[src/rtl/r3_poly_add_ctrl_if.sv]
// r3_poly_add_ctrl_if: start/status, f/g/h RAM and trit-combine signals of r3_poly_add_ctrl
interface r3_poly_add_ctrl_if #(
    parameter int LANES = 4,
    parameter int AW    = 8
);
    logic               start;
    logic               busy;
    logic               done;
    logic [AW-1:0]      f_addr;
    logic [AW-1:0]      g_addr;
    logic [2*LANES-1:0] f_rdata;
    logic [2*LANES-1:0] g_rdata;
    logic [LANES-1:0]   comb_f0;
    logic [LANES-1:0]   comb_f1;
    logic [LANES-1:0]   comb_g0;
    logic [LANES-1:0]   comb_g1;
    logic [LANES-1:0]   comb_c0;
    logic [LANES-1:0]   comb_c1;
    logic [AW-1:0]      h_addr;
    logic [2*LANES-1:0] h_wdata;
    logic               h_we;

    modport master (
        input  start, f_rdata, g_rdata, comb_c0, comb_c1,
        output busy, done, f_addr, g_addr, comb_f0, comb_f1, comb_g0, comb_g1,
               h_addr, h_wdata, h_we
    );

    modport slave (
        output start, f_rdata, g_rdata, comb_c0, comb_c1,
        input  busy, done, f_addr, g_addr, comb_f0, comb_f1, comb_g0, comb_g1,
               h_addr, h_wdata, h_we
    );
endinterface

[src/rtl/r3_poly_add_ctrl.sv]
// r3_poly_add_ctrl: streams packed R3 polynomials f,g through LANES combine cells into h; R3_ADD_TAILMASK_EN zeroes tail padding lanes
module r3_poly_add_ctrl #(
    parameter int P     = 761,
    parameter int LANES = 4,
    parameter int AW    = 8
) (
    input  logic              clk,
    input  logic              rst_n,
    r3_poly_add_ctrl_if.master bus
);
    localparam int W = (P + LANES - 1) / LANES;
    localparam logic [AW-1:0] LAST = AW'(W - 1);

    typedef enum logic [1:0] {IDLE, RUN, DRAIN, DONE} state_t;

    state_t             state_q, state_d;
    logic [AW-1:0]      rd_cnt_q, rd_cnt_d;
    logic [AW-1:0]      a1_q, a1_d;
    logic [AW-1:0]      h_addr_q, h_addr_d;
    logic [2*LANES-1:0] h_wdata_q, h_wdata_d;
    logic               drain_q, drain_d;
    logic               busy_q, busy_d;
    logic               done_q, done_d;
    logic               v1_q, v1_d;
    logic               h_we_q, h_we_d;
    logic [LANES-1:0]   keep;

    // Lanes that carry real coefficients in the word currently in the data stage
    always_comb begin
        keep = '1;
`ifdef R3_ADD_TAILMASK_EN
        for (int i = 0; i < LANES; i++)
            keep[i] = !(a1_q == LAST && i >= P - (W - 1) * LANES);
`endif
    end

    // Data stage: unpack read words onto the combine cells, idle lanes at zero
    always_comb begin
        bus.comb_f0 = '0;
        bus.comb_f1 = '0;
        bus.comb_g0 = '0;
        bus.comb_g1 = '0;
        for (int i = 0; i < LANES; i++) begin
            bus.comb_f0[i] = v1_q & keep[i] & bus.f_rdata[2*i];
            bus.comb_f1[i] = v1_q & keep[i] & bus.f_rdata[2*i+1];
            bus.comb_g0[i] = v1_q & keep[i] & bus.g_rdata[2*i];
            bus.comb_g1[i] = v1_q & keep[i] & bus.g_rdata[2*i+1];
        end
    end

    // Next-state logic for the sequencer and the read/write pipeline
    always_comb begin
        state_d  = state_q;
        rd_cnt_d = rd_cnt_q;
        drain_d  = drain_q;
        case (state_q)
            IDLE: begin
                rd_cnt_d = '0;
                if (bus.start) state_d = RUN;
            end
            RUN: begin
                if (rd_cnt_q == LAST) begin
                    state_d = DRAIN;
                    drain_d = 1'b0;
                end else begin
                    rd_cnt_d = rd_cnt_q + 1'b1;
                end
            end
            DRAIN: begin
                drain_d = 1'b1;
                if (drain_q) state_d = DONE;
            end
            default: state_d = IDLE;
        endcase
        busy_d   = state_d == RUN || state_d == DRAIN;
        done_d   = state_d == DONE;
        v1_d     = state_q == RUN;
        a1_d     = rd_cnt_q;
        h_we_d   = v1_q;
        h_addr_d = a1_q;
        h_wdata_d = '0;
        for (int i = 0; i < LANES; i++) begin
            h_wdata_d[2*i]   = keep[i] & bus.comb_c0[i];
            h_wdata_d[2*i+1] = keep[i] & bus.comb_c1[i];
        end
    end

    // State and output registers with synchronous active-low reset
    always_ff @(posedge clk) begin
        if (!rst_n) begin
            state_q   <= IDLE;
            rd_cnt_q  <= '0;
            drain_q   <= 1'b0;
            busy_q    <= 1'b0;
            done_q    <= 1'b0;
            v1_q      <= 1'b0;
            a1_q      <= '0;
            h_we_q    <= 1'b0;
            h_addr_q  <= '0;
            h_wdata_q <= '0;
        end else begin
            state_q   <= state_d;
            rd_cnt_q  <= rd_cnt_d;
            drain_q   <= drain_d;
            busy_q    <= busy_d;
            done_q    <= done_d;
            v1_q      <= v1_d;
            a1_q      <= a1_d;
            h_we_q    <= h_we_d;
            h_addr_q  <= h_addr_d;
            h_wdata_q <= h_wdata_d;
        end
    end

    assign bus.busy    = busy_q;
    assign bus.done    = done_q;
    assign bus.f_addr  = rd_cnt_q;
    assign bus.g_addr  = rd_cnt_q;
    assign bus.h_we    = h_we_q;
    assign bus.h_addr  = h_addr_q;
    assign bus.h_wdata = h_wdata_q;
endmodule

[src/flat_wrapper.sv]
// flat-port wrapper written by rule: the top's interface ports become plain ports
module r3_poly_add_ctrl_flat 
#(
    parameter int P     = 761,
    parameter int LANES = 4,
    parameter int AW    = 8
)
  (clk, rst_n, bus_start, bus_f_rdata, bus_g_rdata, bus_comb_c0, bus_comb_c1, bus_busy, bus_done, bus_f_addr, bus_g_addr, bus_comb_f0, bus_comb_f1, bus_comb_g0, bus_comb_g1, bus_h_addr, bus_h_wdata, bus_h_we);
  r3_poly_add_ctrl_if #(.LANES(LANES), .AW(AW)) bus_i ();
  input  logic clk;
  input  logic rst_n;
  input wire logic [$bits(bus_i.start)-1:0] bus_start;
  input wire logic [$bits(bus_i.f_rdata)-1:0] bus_f_rdata;
  input wire logic [$bits(bus_i.g_rdata)-1:0] bus_g_rdata;
  input wire logic [$bits(bus_i.comb_c0)-1:0] bus_comb_c0;
  input wire logic [$bits(bus_i.comb_c1)-1:0] bus_comb_c1;
  output wire logic [$bits(bus_i.busy)-1:0] bus_busy;
  output wire logic [$bits(bus_i.done)-1:0] bus_done;
  output wire logic [$bits(bus_i.f_addr)-1:0] bus_f_addr;
  output wire logic [$bits(bus_i.g_addr)-1:0] bus_g_addr;
  output wire logic [$bits(bus_i.comb_f0)-1:0] bus_comb_f0;
  output wire logic [$bits(bus_i.comb_f1)-1:0] bus_comb_f1;
  output wire logic [$bits(bus_i.comb_g0)-1:0] bus_comb_g0;
  output wire logic [$bits(bus_i.comb_g1)-1:0] bus_comb_g1;
  output wire logic [$bits(bus_i.h_addr)-1:0] bus_h_addr;
  output wire logic [$bits(bus_i.h_wdata)-1:0] bus_h_wdata;
  output wire logic [$bits(bus_i.h_we)-1:0] bus_h_we;
  assign bus_i.start = bus_start;
  assign bus_i.f_rdata = bus_f_rdata;
  assign bus_i.g_rdata = bus_g_rdata;
  assign bus_i.comb_c0 = bus_comb_c0;
  assign bus_i.comb_c1 = bus_comb_c1;
  assign bus_busy = bus_i.busy;
  assign bus_done = bus_i.done;
  assign bus_f_addr = bus_i.f_addr;
  assign bus_g_addr = bus_i.g_addr;
  assign bus_comb_f0 = bus_i.comb_f0;
  assign bus_comb_f1 = bus_i.comb_f1;
  assign bus_comb_g0 = bus_i.comb_g0;
  assign bus_comb_g1 = bus_i.comb_g1;
  assign bus_h_addr = bus_i.h_addr;
  assign bus_h_wdata = bus_i.h_wdata;
  assign bus_h_we = bus_i.h_we;
  r3_poly_add_ctrl #(.P(P), .LANES(LANES), .AW(AW)) u_core (.clk(clk), .rst_n(rst_n), .bus(bus_i));
endmodule
[config.mk]
export PLATFORM = sky130hd
export DESIGN_NAME = r3_poly_add_ctrl_flat
export DESIGN_NICKNAME = d
export VERILOG_FILES = /design/src/rtl/r3_poly_add_ctrl_if.sv /design/src/rtl/r3_poly_add_ctrl.sv /design/src/flat_wrapper.sv
export SDC_FILE = /design/constraint.sdc
export NUM_CORES = 1
export LEC_CHECK = 0
export ABC_CLOCK_PERIOD_IN_PS = 2640
export BUFFER_PORTS_ARGS = -buffer_cell sky130_fd_sc_hd__buf_2
export CAP_MARGIN = 20
export CORE_ASPECT_RATIO = 0.6
export CORE_MARGIN = 1
export CORE_UTILIZATION = 40
export DETAILED_ROUTE_END_ITERATION = 8
export GPL_ROUTABILITY_DRIVEN = 0
export PLACE_DENSITY = 0.72
export SYNTH_ARGS = -nofsm -noshare
export SYNTH_HDL_FRONTEND = slang
export SYNTH_SLANG_ARGS = --single-unit
[constraint.sdc]
create_clock -name clk -period 2.64 [get_ports clk]
set_clock_uncertainty 0.1 [all_clocks]
set_input_delay 0.132 -clock clk [delete_from_list [all_inputs] [get_ports clk]]
set_output_delay 0.132 -clock clk [all_outputs]
set_load 0.03 [all_outputs]
==> summary.md <==
| Metric | Value |
|---|---|
| Status | `finished, final reports clean` |
| First-pass DRT Iterations | `4` |
| Largest net degree at the start of global routing | `33` |
| Largest fanout on the critical path | `10` |
| EDFF count, synth | `0` |
| Design area | `0.00206 mm^2` |
| Pwr Density | `544 mW/mm^2` |
| CTS tree | `done` |
| Worst path bufs/invs | `0` |
| Synth Warn # | `0` |
| Pins Over Slew Limit | `0` |
| Placeable Area | `0.00368 mm^2` |
| Final layout net count | `263` |
| Area Growth Syn to Fin | `33.0%` |
| VDD IR-drop max | `286 uV` |
| Placed Area | `0.00189 mm^2` |
| Max-Cap Viols | `0` |
| CP max-delay cell | `dfxtp_1` |
| Worst EP arrival | `2.08 ns` |
| Cell family with most CP delay | `simple AND/OR/NAND/NOR gates` |
| Dpl cells | `265` |
| Required @ worst endpoint | `2.72 ns` |
| Sequential share of the synthesized area | `50.5%` |
| Clk slew on worst S/H paths | `0.07 ns` |
| Worst-Skew Late Latency | `0.29 ns` |
| Syn Nets | `186` |
| Ant. Diodes | `0` |
| Slew margin rel. | `70.3%` |
| Cell Chain, Critical Path | `nand4_4 -> nor3_4 -> o22ai_1 -> ha_1 -> and2_1` |
| Mapped Area | `0.00155 mm^2` |
| Fillers | `338` |
| Share of flip-flops with an asynchronous set or reset | `0%` |
| Die Area | `0.00412 mm^2` |
| WL per Instance | `12.2 um` |
| Final setup vio count | `0` |
| FF+latch area | `781 um^2` |
| Hold Vio Cnt, Final | `0` |
| Mapped Avg Cell Area | `9.91 um^2` |
| Total global-route track usage | `17.9%` |
| RSZ-0062 raised after global routing | `false` |
| Routed Antenna Nets | `0` |
| Vias in the first global route | `1155` |
| Clock Sink Count | `39` |
| Die Y | `50.1 um` |
| Synth unique cells | `35` |
| Share of layout cells above drive strength 1 | `38.5%` |
| Worst Tran Pin Value | `0.444 ns` |
| Htree depth | `2` |
| Worst hold path type | `in2reg` |
| CP Launch Type | `register` |
| Drt initial violations | `44` |
| DRC Markers | `0` |
| Port bufs | `77` |
| CP endpoint kind | `register` |
| I/O pin total | `78` |
| Synth Instances | `156` |
| #FFs+latches synth | `39` |
| Num CTS Buffers | `5` |
| Die width | `82.2 um` |
| Ys flop type | `dfxtp_1` |
| First-pass GRT wire length | `5390 um` |
| Critical path's largest stage delay | `0.54 ns` |
| DPL Wire Length | `2340 um` |
| WL final | `3420 um` |
| F_max | `500 MHz` |
| Drt via density | `4.57` |
| Final period util | `75.8%` |
| Final std cells w/o fill | `281` |
| Kind of critical path | `reg2reg` |
| Area of the multi-input gates | `639 um^2` |
| Initial antenna violation count | `0` |
| Remaining Overflow, GRT | `0` |
| Initial core utilization | `42.0%` |
| PostCTS Resize Cnt | `0` |
| Vias after detailed routing | `1285` |
| Leak | `1.02 nW` |
| Core Util, Final | `55.9%` |
| Fin Setup TNS | `0 ns` |
| Clk root buf | `clkbuf_8` |
| Final Critical Period | `2.00 ns` |
| Clk buf depth | `2` |
| # rows | `17` |
report_power, final:
part	switching, W	internal [W]
Clock	0.000203	0.000184
Combinational	0.0000709	0.0000484
Sequential	0.0000109	0.000601
Total	0.000285	0.000833
layout make-up:
class	instances	share of cell area, %
Tap cell	47	2.86
Sequential cell	39	38.0
Timing Repair Buffer	85	22.6
Multi-Input combinational cell	95	31.1
Clock inverter	2	0.609
Inverter	7	1.28
Clock buffer	6	3.53
placed cells by master (no fill, tap or decap), drive strengths merged, types with 2 or more instances in the layout:
master        n
nor3          2
clkbuf        6
nand4         2
dfxtp        39
ha            3
nand2b        2
nand3         3
nor2          3
or4           3
dlygate4sd3   8
buf          77
a21oi         5
o211ai        2
a31oi         3
o21ai         4
and2         44
inv           7
nand2         7
flip-flops by register name, indices dropped and copies added (netlist names):
| register | flops |
|---|---|
| u_core.a1_q | 8 |
| u_core.bus.busy | 1 |
| u_core.bus.done | 1 |
| u_core.bus.f_addr | 8 |
| u_core.bus.h_addr | 8 |
| u_core.bus.h_wdata | 8 |
| u_core.bus.h_we | 1 |
| u_core.drain_q | 1 |
| u_core.h_we_d | 1 |
| u_core.state_q | 2 |
through the flow:
step                      total power, W  hold WS [ns]  worst slack [ns]
after floorplan                 0.000695         0.159             0.694
after global placement          0.000734         0.237             0.742
after detailed placement        0.000735         0.242             0.662
after CTS                        0.00113         0.202             0.632
after global routing             0.00117         0.242             0.527
final                            0.00112         0.203             0.640
synthesized netlist by cell type, types with 2 or more instances:
cell / number / area, um^2
a21oi_1: 5 / 25.0
a31oi_1: 3 / 18.8
and2_1: 43 / 269
buf_4: 9 / 67.6
clkbuf_1: 4 / 15.0
dfxtp_1: 39 / 781
ha_1: 3 / 37.5
inv_1: 7 / 26.3
nand2_1: 7 / 26.3
nand2b_1: 2 / 12.5
nand3_1: 3 / 15.0
nor2_1: 3 / 11.3
o211ai_1: 2 / 15.0
o21ai_0: 2 / 10.0
o21ai_2: 2 / 17.5
or4_1: 3 / 22.5
repair_timing:
action / in CTS / in global routing
setup buffers: 0 / 0
hold buffers: 8 / 0
hold endpoints to repair: 8 / 0
tightest hold or removal path, cell delays in order:
cell and delay [ns]:
buf_2 0.24, nand2_1 0.14, inv_1 0.04
path summary, 6_finish.rpt:
check                       startpoint              endpoint  slack, ns  cells past startpoint
setup / recovery  u_core.bus.f_addr[3]       u_core.bus.busy       0.64                      5
hold / removal                   rst_n        u_core.a1_q[0]       0.20                      3
setup reg to reg  u_core.bus.f_addr[3]       u_core.bus.busy       0.64                      5
hold reg to reg         u_core.a1_q[6]  u_core.bus.h_addr[6]       0.33                      1
per-layer routing:
metal / part of all wire (%) / GRT usage [%] / wire (um) / vias to the layer above
li1: - / - / - / 667
met1: 47 / 23.6 / 1620 / 584
met2: 46 / 26.0 / 1560 / 32
met3: 6.3 / 7.27 / 214 / 2
met4: 0.59 / 6.43 / 20 / 0
met5: 0 / 0 / 0 / -
cells by family (layout without fill, tap and decap cells):
kind of cell    after synthesis  count (layout)  synth area share [%]
fa+ha+maj                     3               3                  2.43
simple gates                 68              68                  27.9
flops                        39              39                  50.5
mux                           1               1                 0.648
buf+inv                      22             100                  8.10
compound gates               23              23                  10.4
No activity file was read; power rests on OpenSTA's default activity.
